[src/rtl/shift_seq_pkg.sv]
// Shared types and constants for the serial shift sequencer.
package shift_seq_pkg;

  localparam int unsigned NBITS = 8;

  typedef enum logic [1:0] {
    ST_IDLE  = 2'd0,
    ST_LOAD  = 2'd1,
    ST_SHIFT = 2'd2,
    ST_DONE  = 2'd3
  } state_e;

endpackage

[src/rtl/shift_reg.sv]
// Parallel-load bidirectional shift register; LOAD wins over SHIFT.
module shift_reg #(
  parameter int unsigned W = 8
) (
  input  logic         CLK,
  input  logic         RST,
  input  logic         SHIFT,
  input  logic         LOAD,
  input  logic         DIR,
  input  logic [W-1:0] DATA,
  input  logic         SER_IN,
  output logic [W-1:0] Q
);

  // DIR=0 moves bits toward Q[W-1] with SER_IN entering Q[0]; DIR=1 the reverse.
  always_ff @(posedge CLK or posedge RST) begin
    if (RST)        Q <= '0;
    else if (LOAD)  Q <= DATA;
    else if (SHIFT) Q <= DIR ? {SER_IN, Q[W-1:1]} : {Q[W-2:0], SER_IN};
  end

endmodule

[src/rtl/shift_seq_ctrl.sv]
// Frame sequencer: accepts a byte, shifts it out one bit per DIV clocks while
// shifting RX_IN into the same register, then pulses DONE with the received byte.
module shift_seq_ctrl #(
  parameter int unsigned DIV   = 1,
  parameter int unsigned NBITS = shift_seq_pkg::NBITS
) (
  input  logic             CLK,
  input  logic             RST,
  input  logic             IN_VALID,
  output logic             IN_READY,
  input  logic [NBITS-1:0] IN_DATA,
  input  logic             MSB_FIRST,
  input  logic             RX_IN,
  output logic             SER_OUT,
  output logic             SER_VALID,
  output logic             DONE,
  output logic [NBITS-1:0] RX_DATA,
  output logic             BUSY
);
  import shift_seq_pkg::*;

  localparam int unsigned BCW      = $clog2(NBITS);
  localparam logic [7:0]  DIV_LAST = 8'(DIV - 1);
  localparam logic [BCW-1:0] BIT_LAST = BCW'(NBITS - 1);

  state_e           state_q, state_d;
  logic [BCW-1:0]   bit_cnt_q, bit_cnt_d;
  logic [7:0]       div_cnt_q, div_cnt_d;
  logic [NBITS-1:0] data_q, data_d;
  logic             msb_q, msb_d;
  logic [NBITS-1:0] hold_q;
  logic [NBITS-1:0] sr_q;
  logic             sr_load, sr_shift;

  always_ff @(posedge CLK or posedge RST) begin
    if (RST) begin
      state_q   <= ST_IDLE;
      bit_cnt_q <= '0;
      div_cnt_q <= '0;
      data_q    <= '0;
      msb_q     <= 1'b0;
      hold_q    <= '0;
    end else begin
      state_q   <= state_d;
      bit_cnt_q <= bit_cnt_d;
      div_cnt_q <= div_cnt_d;
      data_q    <= data_d;
      msb_q     <= msb_d;
      if (state_q == ST_DONE) hold_q <= sr_q;
    end
  end

  always_comb begin
    state_d   = state_q;
    bit_cnt_d = bit_cnt_q;
    div_cnt_d = div_cnt_q;
    data_d    = data_q;
    msb_d     = msb_q;
    sr_load   = 1'b0;
    sr_shift  = 1'b0;
    IN_READY  = 1'b0;
    unique case (state_q)
      // Accepting in DONE lets frames run back to back with no idle cycle.
      ST_IDLE, ST_DONE: begin
        IN_READY = 1'b1;
        if (IN_VALID) begin
          data_d  = IN_DATA;
          msb_d   = MSB_FIRST;
          state_d = ST_LOAD;
        end else begin
          state_d = ST_IDLE;
        end
      end
      ST_LOAD: begin
        sr_load   = 1'b1;
        bit_cnt_d = '0;
        div_cnt_d = '0;
        state_d   = ST_SHIFT;
      end
      ST_SHIFT: begin
        if (div_cnt_q == DIV_LAST) begin
          sr_shift  = 1'b1;
          div_cnt_d = '0;
          bit_cnt_d = bit_cnt_q + 1'b1;
          if (bit_cnt_q == BIT_LAST) state_d = ST_DONE;
        end else begin
          div_cnt_d = div_cnt_q + 8'd1;
        end
      end
      default: state_d = ST_IDLE;
    endcase
  end

  shift_reg #(.W(NBITS)) u_shift_reg (
    .CLK    (CLK),
    .RST    (RST),
    .SHIFT  (sr_shift),
    .LOAD   (sr_load),
    .DIR    (~msb_q),
    .DATA   (data_q),
    .SER_IN (RX_IN),
    .Q      (sr_q)
  );

  assign SER_OUT   = msb_q ? sr_q[NBITS-1] : sr_q[0];
  assign SER_VALID = (state_q == ST_SHIFT);
  assign DONE      = (state_q == ST_DONE);
  assign BUSY      = (state_q == ST_LOAD) || (state_q == ST_SHIFT);
  assign RX_DATA   = (state_q == ST_DONE) ? sr_q : hold_q;

endmodule

[config.mk]
export PLATFORM = sky130hd
export DESIGN_NAME = shift_seq_ctrl
export DESIGN_NICKNAME = d
export VERILOG_FILES = /design/src/rtl/shift_seq_pkg.sv /design/src/rtl/shift_reg.sv /design/src/rtl/shift_seq_ctrl.sv
export SDC_FILE = /design/constraint.sdc
export NUM_CORES = 1
export LEC_CHECK = 0
export CAP_MARGIN = 10
export CORE_ASPECT_RATIO = 1.5
export CORE_MARGIN = 4
export CORE_UTILIZATION = 40
export DETAILED_ROUTE_END_ITERATION = 10
export GPL_ROUTABILITY_DRIVEN = 1
export SYNTH_ARGS = -nofsm -noshare
export SYNTH_HDL_FRONTEND = slang
export SYNTH_SLANG_ARGS = --single-unit
[constraint.sdc]
create_clock -name CLK -period 5.9 [get_ports CLK]
set_input_delay 1.475 -clock CLK [delete_from_list [all_inputs] [get_ports CLK]]
set_output_delay 1.475 -clock CLK [all_outputs]
set_load 0.03 [all_outputs]
==> results.toml <==
[status]
status = "completed"

[synth]
synth_top_area_share_pct = 50.2
yosys.area.top_type = "dfrtp_1"
synth_edf_count = 0
ys_seq_area_share_pct = 50.2
netlist_area_mm2 = 0.00189
synth_most_common_cell = "dfrtp_1"
syn_area_per_cell_um2 = 11.6
syn_nets = 184
netlist_instances = 164
async_reset_ff_share_pct = 100
synth-seq-cells = 38
yosys-top-cells-area = "dfrtp_1, mux2_2, mux2i_1, ha_1, a221o_1"
yosys_warnings = 0
synth.distinct_cells = 33
synth_top_flop_cell = "dfrtp_1"
synth_common_cells = "dfrtp_1, mux2_2, inv_1, nand2_1"

[worst_setup_path]
required_ns = 4.43
r2r_slack_ns = 3.42
crit_type = "flip-flop to primary output"
critPathLaunchType = "flip-flop"
critPathArrivalTime_ns = 2.18
cp_max_fo = 10
cp-end-kind = "primary output"

[final_layout]
register_area_um2 = 951
utilization_pct = 50.3
multi_input_area_um2 = 845
finalNetCount = 206
n_antenna_cell = 0
n_fill_cell = 434
syn_to_final_growth_pct = 20.6
drive_gt1_share_pct = 14.4

[worst_hold_path]
hp-class = "flip-flop to flip-flop"

[global_route]
grt_max_degree = 39
grt_first_pass_wirelength_mm = 6.89
antenna_found_initial = 0
grt_pass1_vias = 1450
grt.overflow.total = 0
grt_usage_pct = 14.9

[placed_design]
dp_hpwl_mm = 2.89
numPortBuffers = 25
place_congestion = 0.770

[clocking]
root_buffer = "clkbuf_8"
clock_path_buffers = 2
h-tree-depth = 2
cts.clk_slew.worst_paths_ns = 0.07
cts_resized = 0
clock-sinks = 38
clk_latency_ns = 0.29
cts_setup_buffers = 0
cts_made_buffers = 5
cts_tree = "yes"
ctsHoldBuffers = 0

[detailed_routing]
vias = 1363
via_per_inst = 5.43
drc = 0
dr.first_iter.drc_count = 81
ant_nets = 0
dr.pass1.iters = 4
wl_per_cell_um = 16.1
wl_mm = 4.05

[sta]
grt_setup_unrepaired = "false"
holdWs_ns = 0.503
max_freq_ghz = 0.274
slew-limit-headroom_pct = 46.7
hold_viol = 0
min_period_ns = 3.66
worstMarginPinSlew_ns = 0.799
final.setup_skew_ns = 0.00528
setup_tns_ns = 0
drv_slew = 0
finalSetupViolCount = 0
timing.final.crit_share_pct = 62.0

[die]
die_area_mm2 = 0.00592
dieWidth_um = 64.2
ios = 26
coreArea_mm2 = 0.00454
start_util_pct = 41.7
die_h_um = 92.3
rows = 30

[pwr]
p_leak_nw = 0.997
p_per_area_mw_per_mm2 = 579
ir_drop_mv = 0.247
power_mw = 1.32

[job]
maxCapViolCount = 0
-- final cells by class --
class                           count  share of cell area [%]
Sequential cell                    38                    41.6
Inverter                           12                    1.97
Tap cell                           64                    3.50
Timing Repair Buffer               26                    11.3
Clock buffer                        7                    3.34
Clock inverter                      1                    1.31
Multi-Input combinational cell    103                    37.0
-- logic make-up after synthesis --
group	Yosys count	share of synthesized area, %
compound gates	27	11.2
xor+xnor	2	0.925
fa+ha+maj	7	4.62
simple gates	40	12.4
buf+inv	23	5.22
mux	27	15.5
flops	38	50.2
-- metrics by stage --
stage                     setup slack [ns]  cell area (µm²)  std cells
after floorplan                       2.93             1890        164
after global placement                2.64             2180        243
after detailed placement              2.56             2180        243
after CTS                             2.25             2280        251
after global routing                  2.17             2280        251
final                                 2.24             2280        251
-- final timing paths --
check                                       startpoint                      endpoint  depth (start not counted)
worst min-delay path               hold_q[0]$_DFF_PP0_           hold_q[0]$_DFF_PP0_                          1
min in group asynchronous                          RST      bit_cnt_q[1]$_DFFE_PP0P_                          3
worst min register to register     hold_q[0]$_DFF_PP0_           hold_q[0]$_DFF_PP0_                          1
worst max-delay path            state_q[0]$_DFFE_PP0P_                          BUSY                          4
max in group asynchronous                          RST  u_shift_reg.Q[3]$_DFFE_PP0P_                          3
worst max register to register  state_q[0]$_DFFE_PP0P_  u_shift_reg.Q[0]$_DFFE_PP0P_                          5
-- per-layer routing --
layer	track usage (%)	vias to the layer above	wire (µm)
li1	-	641	-
met1	16.9	689	1670
met2	26.8	27	2150
met3	3.80	6	164
met4	4.94	0	55
met5	0	-	0
-- where the power goes --
group | switching [mW] | total [mW] | internal (mW) | leakage, nW
clock | 0.0897 | 0.216 | 0.127 | 0.0524
sequential | 0.0789 | 0.439 | 0.360 | 0.482
combinational | 0.356 | 0.667 | 0.311 | 0.463
total | 0.525 | 1.32 | 0.798 | 0.997
-- cells in the final DEF, fill, tap and decap left out, types with 4 or more instances in the layout --
cell type	n
nor4_1	8
nand2_1	10
a22oi_1	4
dfrtp_1	38
o21ai_0	5
mux2i_1	9
clkbuf_8	5
or3_1	4
a221o_1	8
clkdlybuf4s50_1	25
nor2b_1	9
mux2_2	18
ha_1	7
inv_1	11
-- sequential cells by signal, indices dropped and copies added (netlist names) --
register	cells
data_q	8
div_cnt_q	8
hold_q	8
u_shift_reg.Q	8
bit_cnt_q	3
state_q	2
msb_q	1
-- worst max-delay path, stage by stage, from the launching register on --
cell and delay [ns]:
dfrtp_1 0.39, inv_1 0.06, ha_1 0.45, clkinv_1 0.31, clkdlybuf4s50_1 0.68
No activity file was read; power rests on OpenSTA's default activity.
